$ cat src/rtl/pipe_stage_reg.sv
// Pipeline stage register carrying instruction, PC, hazard (dst/Tnew) and
// exception state between stages, with flush-to-bubble and stall-hold.
module pipe_stage_reg #(
    parameter int unsigned       DATA_W        = 32,
    parameter int unsigned       NCH           = 3,
    parameter int unsigned       DST_W         = 5,
    parameter int unsigned       TNEW_W        = 3,
    parameter int unsigned       EXC_W         = 5,
    parameter logic [DATA_W-1:0] RESET_PC      = DATA_W'(32'h0000_3000),
    parameter bit                TNEW_ON_STALL = 1'b0
) (
    input  logic                  clk,
    input  logic                  reset,
    input  logic                  stall_i,
    input  logic                  flush_i,
    input  logic                  valid_i,
    input  logic [DATA_W-1:0]     instr_i,
    input  logic [DATA_W-1:0]     pc_i,
    input  logic [DST_W-1:0]      dst_i,
    input  logic [TNEW_W-1:0]     tnew_i,
    input  logic [EXC_W-1:0]      exc_i,
    input  logic [EXC_W-1:0]      exc_local_i,
    input  logic                  bd_i,
    input  logic [NCH*DATA_W-1:0] data_i,
    output logic                  valid_o,
    output logic [DATA_W-1:0]     instr_o,
    output logic [DATA_W-1:0]     pc_o,
    output logic [DST_W-1:0]      dst_o,
    output logic [TNEW_W-1:0]     tnew_o,
    output logic [EXC_W-1:0]      exc_o,
    output logic                  bd_o,
    output logic [NCH*DATA_W-1:0] data_o,
    output logic                  fwd_ok_o
);

    // Declaration initialisers give reset values at power-up, before any reset edge.
    logic                  valid_q = 1'b0;
    logic [DATA_W-1:0]     instr_q = '0;
    logic [DATA_W-1:0]     pc_q    = RESET_PC;
    logic [DST_W-1:0]      dst_q   = '0;
    logic [TNEW_W-1:0]     tnew_q  = '0;
    logic [EXC_W-1:0]      exc_q   = '0;
    logic                  bd_q    = 1'b0;
    logic [NCH*DATA_W-1:0] data_q  = '0;

    logic              hold;
    logic              bubble;
    logic [TNEW_W-1:0] tnew_load;
    logic [TNEW_W-1:0] tnew_stall;
    logic [EXC_W-1:0]  exc_load;

    always_comb begin
        hold       = stall_i && !flush_i;
        bubble     = flush_i || (!stall_i && !valid_i);
        tnew_load  = (tnew_i == '0) ? '0 : tnew_i - TNEW_W'(1);
        tnew_stall = (TNEW_ON_STALL && tnew_q != '0) ? tnew_q - TNEW_W'(1) : tnew_q;
        exc_load   = (exc_i != '0) ? exc_i : exc_local_i;
    end

    always_ff @(posedge clk) begin
        if (reset) begin
            valid_q <= 1'b0;
            instr_q <= '0;
            pc_q    <= RESET_PC;
            dst_q   <= '0;
            tnew_q  <= '0;
            exc_q   <= '0;
            bd_q    <= 1'b0;
            data_q  <= '0;
        end else if (hold) begin
            tnew_q <= tnew_stall;
        end else if (bubble) begin
            // pc/bd still follow upstream so a later exception can derive EPC
            valid_q <= 1'b0;
            instr_q <= '0;
            pc_q    <= pc_i;
            dst_q   <= '0;
            tnew_q  <= '0;
            exc_q   <= '0;
            bd_q    <= bd_i;
            data_q  <= '0;
        end else begin
            valid_q <= 1'b1;
            instr_q <= instr_i;
            pc_q    <= pc_i;
            dst_q   <= dst_i;
            tnew_q  <= tnew_load;
            exc_q   <= exc_load;
            bd_q    <= bd_i;
            data_q  <= data_i;
        end
    end

    assign valid_o  = valid_q;
    assign instr_o  = instr_q;
    assign pc_o     = pc_q;
    assign dst_o    = dst_q;
    assign tnew_o   = tnew_q;
    assign exc_o    = exc_q;
    assign bd_o     = bd_q;
    assign data_o   = data_q;
    assign fwd_ok_o = valid_q && (tnew_q == '0) && (dst_q != '0);

endmodule

$ cat config.mk
export PLATFORM = sky130hd
export DESIGN_NAME = pipe_stage_reg
export DESIGN_NICKNAME = d
export VERILOG_FILES = /design/src/rtl/pipe_stage_reg.sv
export SDC_FILE = /design/constraint.sdc
export NUM_CORES = 1
export LEC_CHECK = 0
export CAP_MARGIN = 25
export CORE_MARGIN = 2
export CORE_UTILIZATION = 29
export CTS_BUF_LIST = sky130_fd_sc_hd__clkbuf_4 sky130_fd_sc_hd__clkbuf_8
export CTS_CLUSTER_SIZE = 10
export DETAILED_ROUTE_END_ITERATION = 12
export GPL_TIMING_DRIVEN = 0
export HOLD_SLACK_MARGIN = 0.15
export PLACE_DENSITY = 0.7
export SKIP_LAST_GASP = 1
export SLEW_MARGIN = 20
export SYNTH_ARGS = -nofsm -noshare
export SYNTH_HDL_FRONTEND = slang
export SYNTH_SLANG_ARGS = --single-unit
$ cat constraint.sdc
create_clock -name clk -period 1.1 [get_ports clk]
set_input_delay 0.11 -clock clk [delete_from_list [all_inputs] [get_ports clk]]
set_output_delay 0.11 -clock clk [all_outputs]
set_load 0.02 [all_outputs]
==> reports/summary.txt, run 1 <==
Area grow syn2layout -> 85.8%
Global-route wire length before repair -> 33800 um
Mapped Area -> 5980 um2
Critical path arrival -> 1.59 ns
Vias in the first global route -> 6061
Unique masters post-synth -> 24
Reg2reg setup slack -> 0.17 ns
Final WS setup -> -0.603 ns
Final Hold Fails -> 0
Post-synthesis sequential area ratio -> 58.6%
Final number of max-transition violations -> 0
All-Layer GR Usage -> 19.8%
Mean area per synthesized cell -> 9.29 um2
Status -> finished with violations
Post-Syn Instances -> 644
RSZ-0062 raised after global routing -> yes
# IOs -> 360
PwrDens -> 1200 nW/um2
Via Count -> 6341
FMAX -> 0.587 GHz
DR pass1 iterations -> 5
Clock Root Buffer -> clkbuf_8
Dpl cells -> 1272
CTS max path bufs -> 2
Routed Antenna Nets -> 0
Initial Utilization -> 29.6%
# Max-Cap Violations -> 0
CTS tree -> built
Leak -> 4.58 nW
WL/cell -> 16.9 um
Num CTS Buffers -> 17
Peak supply drop -> 0.669 mV
Initial DRC count -> 322
Chip width -> 148 um
Largest net degree at the start of global routing -> 17
Number of H-tree levels -> 4
Core area -> 20200 um2
Ys async rst share -> 0%
Worst hold path class -> input port to register
Via-to-Cell Ratio -> 4.71
Die Y -> 148 um
Detailed-route wire length -> 22700 um
#FFs+latches synth -> 175
Ant diodes -> 0
Ys flop type -> dfxtp_1
Tmin final -> 1.70 ns
HPWL after DPL -> 16200 um
Number of synthesized flops with an enable pin -> 0
Crit. End Element -> output port
Failing checks -> negative setup slack
Antenna violations before repair -> 2
Critical path required time -> 0.99 ns
Crit-path max FO -> 2
Relative slew slack -> 53.8%
Input/output buffers -> 358
Placed Area -> 9920 um2
Die ar. -> 21800 um2
FP Rows -> 52
GRT Residual Overflow -> 0
YS warnings -> 0
Nets@finish -> 1248
Layout cells sized above 1 -> 42.8%
RePlAce Congestion -> 0.806
Clk slew on worst S/H paths -> 0.10 ns
Final Instance Area -> 11100 um2
Final setup fails -> 4
Critical path type -> register to output port
Worst-margin pin slew -> 0.693 ns
Worst setup SP type -> register
Worst-Skew Late Latency -> 0.47 ns
Total clock sinks -> 175
Synthesized Nets -> 830
Fin crit share -> 155%
Overall Power -> 13.3 mW
DRC Markers -> 0
Non-Filler Instances -> 1345
Clk_skew -> 0 ns
-- layout by cell type (no fill, tap or decap), drive strengths merged, types with 7 or more instances in the layout --
| master | count |
|---|---|
| dlygate4sd3 | 14 |
| clkbuf | 45 |
| dfxtp | 175 |
| a21oi | 40 |
| nand2 | 67 |
| buf | 236 |
| a22oi | 135 |
| inv | 7 |
| clkdlybuf4s50 | 180 |
| nor3 | 7 |
| nor2 | 138 |
-- kinds of logic (layout without fill, tap and decap cells) --
logic type,after synthesis,count (layout),synth area share [%]
compound gates,181,181,21.1
flops,175,175,58.6
fa+ha+maj,2,2,0.418
simple gates,226,226,15.2
buf+inv,60,491,4.79
-- flip-flops by register name, indices dropped and copies added (netlist names) --
| signal | flops |
|---|---|
| bd_o | 1 |
| data_o | 96 |
| dst_o | 5 |
| exc_o | 5 |
| instr_o | 32 |
| pc_o | 32 |
| tnew_o | 3 |
| valid_o | 1 |
-- Yosys cell counts, types with 3 or more instances --
library cell	n	area, um2
buf_4	7	52.6
a22oi_1	135	1010
buf_2	28	140
dfxtp_1	175	3500
nor2_1	138	518
nor2b_1	3	18.8
nand2_1	67	251
nor3_1	7	35.0
a21oi_1	40	200
a221oi_1	4	35.0
nand3b_1	3	22.5
clkbuf_1	22	82.6
-- power breakdown --
part | internal, mW | switching [mW] | total (mW)
clock network | 1.96 | 2.62 | 4.57
registers | 6.54 | 0.129 | 6.67
logic | 1.17 | 0.908 | 2.08
total | 9.67 | 3.65 | 13.3
-- path summary, 6_finish.rpt --
path,start,end,cells after the start
max,tnew_o[0],fwd_ok_o,3
min,pc_i[7],pc_o[7],3
max reg2reg,exc_o[4],exc_o[4],3
min reg2reg,pc_o[1],pc_o[1],2
-- worst max-delay path: stages, from the launching register on --
cell     delay, ns
dfxtp_2       0.33
or4b_4        0.54
a21oi_4       0.13
buf_6         0.13
-- metrics by stage --
stage | setup slack, ns | hold WS (ns) | util, % | TNS (ns)
after floorplan | -0.0861 | 0.231 | - | -0.0861
after global placement | -0.796 | 0.438 | 49.0 | -119.13
after detailed placement | -0.836 | 0.443 | 49.0 | -122.40
after CTS | -0.637 | 0.153 | 52.2 | -10.0
after global routing | -0.666 | 0.163 | 54.9 | -1.71
final | -0.603 | 0.185 | 54.9 | -0.810
-- layer usage --
layer | vias to the layer above | part of all wire (%) | track usage (%)
li1 | 3091 | - | -
met1 | 3001 | 42 | 23.9
met2 | 222 | 49 | 33.2
met3 | 23 | 7.6 | 6.94
met4 | 4 | 1.3 | 5.77
met5 | - | 0.12 | 0
-- cell type report --
type,instances,area [um2]
clock buffer,20,263
buffer,58,325
clock inverter,12,125
fill,1820,9120
inverter,2,7.51
multi-input combinational,409,2230
sequential,175,3720
timing repair buffer,399,4100
tap,270,338
-- timing repair --
action,in CTS,in global routing
gates cloned,0,1
pin swaps,2,0
endpoints found under the hold margin,34,0
hold buffers,14,0
setup buffers,11,15
endpoints found under the setup margin,351,273
resized for setup,1093,165
(Power assumes the default switching activity.)
==> inputs of run 2 (changes only) <==
SKIP_CTS_REPAIR_TIMING = 1   (was unset)
SKIP_LAST_GASP = unset   (was 1)
==> run 2 against run 1 <==
Effect of this change:
- the flow still finishes with violations (negative setup slack)
- total power about the same
- worst setup slack got worse by 0.018 ns
- cell count decreased by 1.0%
- sequential power about the same
- global-route usage decreased by 0.18 points
- core utilization decreased by 0.52 points
- sequential share of layout area increased by 0.36 points
- first-iteration DRC count increased by 0.93%
==> reports/summary.txt, run 2 (same netlist as run 1, synthesis figures left out) <==
Status -> finished with violations
Failing checks -> negative setup slack
Via Count -> 6296 (-0.71%)
Die Y -> 148 um (unchanged)
Leak -> 4.53 nW (-0.96%)
Largest net degree at the start of global routing -> 17 (unchanged)
Number of H-tree levels -> 4 (unchanged)
Relative slew slack -> 53.6% (-0.24 points)
Max reg flops -> 96 (unchanged)
Die ar. -> 21800 um2 (unchanged)
Final Hold Fails -> 0 (unchanged)
# Max-Cap Violations -> 0 (unchanged)
Layout cells sized above 1 -> 42.0% (-0.75 points)
Clk_skew -> 0 ns (unchanged)
Critical path arrival -> 1.61 ns (+0.02 ns)
Clk network pwr share -> 34.5% (+0.2 points)
Global-route wire length before repair -> 33400 um (-1.2%)
RSZ-0062 raised after global routing -> yes
Routed Antenna Nets -> 0 (unchanged)
CTS max path bufs -> 2 (unchanged)
Chip width -> 148 um (unchanged)
Final setup fails -> 52 (+48)
Worst hold path class -> input port to register
FP Rows -> 52 (unchanged)
Input/output buffers -> 358 (unchanged)
Clock Root Buffer -> clkbuf_8
Most common cell after layout, fill and taps aside -> clkdlybuf4s50_1
Most frequent cells in the layout -> 179 x clkdlybuf4s50_1, 170 x dfxtp_2, 166 x buf_6
DRC Markers -> 0 (unchanged)
Final number of max-transition violations -> 0 (unchanged)
Critical path type -> register to output port
Worst-margin pin slew -> 0.697 ns (+0.00353 ns)
Nets@finish -> 1234 (-1.1%)
Critical path required time -> 0.99 ns (about the same)
Tmin final -> 1.72 ns (+0.0182 ns)
DR pass1 iterations -> 4 (-1)
Via-to-Cell Ratio -> 4.73 (+0.33%)
Combinational share of power -> 15.4% (-0.2 points)
Vias in the first global route -> 5952 (-1.8%)
Final WS setup -> -0.621 ns (-0.0182 ns)
Crit. End Element -> output port
CP peak stage delay -> 0.54 ns (about the same)
Total clock sinks -> 175 (unchanged)
Worst-Skew Late Latency -> 0.47 ns (about the same)
Worst setup SP type -> register
Top Family by Delay on Critical Path -> simple AND/OR/NAND/NOR gates
GRT Residual Overflow -> 0 (unchanged)
Clk slew on worst S/H paths -> 0.10 ns (about the same)
Antenna violations before repair -> 2 (unchanged)
Sequential Power Share -> 50.1% (about the same)
Dpl cells -> 1272 (unchanged)
Setup TNS Final -> -10.87 ns (-10.06 ns)
All-Layer GR Usage -> 19.6% (-0.18 points)
Internal power -> 9.65 mW (-0.21%)
RePlAce Congestion -> 0.806 (unchanged)
Overall Power -> 13.3 mW (about the same)
Sw power -> 3.67 mW (+0.32%)
Sw frac -> 27.5% (+0.10 points)
WL/cell -> 17.0 um (+0.95%)
Core area -> 20200 um2 (unchanged)
Buf/Inv on CP -> 1 (unchanged)
HPWL after DPL -> 16200 um (unchanged)
Crit-path max FO -> 3 (+1)
Ant diodes -> 0 (unchanged)
CTS tree -> built
Slowest CP cell -> or4b_4
# IOs -> 360 (unchanged)
Detailed-route wire length -> 22700 um (-0.10%)
Initial Utilization -> 29.6% (unchanged)
Peak supply drop -> 0.689 mV (+3.0%)
CP Cell Sequence -> or4b_4, a21oi_4, buf_6
Initial DRC count -> 325 (+0.93%)
Final Instance Area -> 11000 um2 (-0.95%)
FMAX -> 0.581 GHz (-1.1%)
PwrDens -> 1210 nW/um2 (+0.89%)
Non-Filler Instances -> 1331 (-1.0%)
Area grow syn2layout -> 84.1%
Num CTS Buffers -> 17 (unchanged)
Placed Area -> 9920 um2 (unchanged)
Fin crit share -> 156% (+1.7 points)
run 2: worst reg2reg max path, stage by stage (launching register included):
cell,delay (ns)
dfxtp_2,0.34
buf_4,0.13
a221oi_1,0.27
nor3_1,0.09
run 2: final timing paths:
kind                                start       end  slack, ns  depth (start not counted)
worst max register to register   exc_o[4]  exc_o[4]       0.15                          3
worst min register to register    pc_o[1]   pc_o[1]       0.46                          2
worst max-delay path            tnew_o[2]  fwd_ok_o      -0.62                          3
worst min-delay path              pc_i[5]   pc_o[5]       0.17                          3
run 2: metrics by stage:
| stage | hold slack [ns] | setup WS (ns) | util, % |
|---|---|---|---|
| after floorplan | 0.231 | -0.0861 | - |
| after global placement | 0.438 | -0.796 | 49.0 |
| after detailed placement | 0.443 | -0.836 | 49.0 |
| after CTS | 0.0897 | -1.13 | 51.0 |
| after global routing | 0.151 | -0.674 | 54.4 |
| final | 0.171 | -0.621 | 54.4 |
run 2: power by group through the flow:
stage	registers, mW	logic (mW)	clock network [mW]
floorplan	6.97	0.500	0
global placement	6.75	1.94	0
detailed placement	6.76	1.94	0
CTS	6.61	1.96	4.72
global route	6.69	2.20	5.02
finish	6.67	2.06	4.59
run 2: area by class of cell:
cell class              count  area, um2
inverters                   2       7.51
plain buffers              58        330
clock inverters            12        125
flip-flops and latches    175       3730
fillers                  1827       9220
clock buffers              20        263
well taps                 270        338
multi-input cells         409       2210
repair buffers            385       4010
run 2: metal layers:
layer | vias up | share of wire, % | GRT usage [%]
met4 | 4 | 1.8 | 6.06
met2 | 234 | 49 | 32.7
met5 | - | 0.13 | 0
li1 | 3053 | - | -
met1 | 2969 | 41 | 23.5
met3 | 36 | 8.0 | 7.28
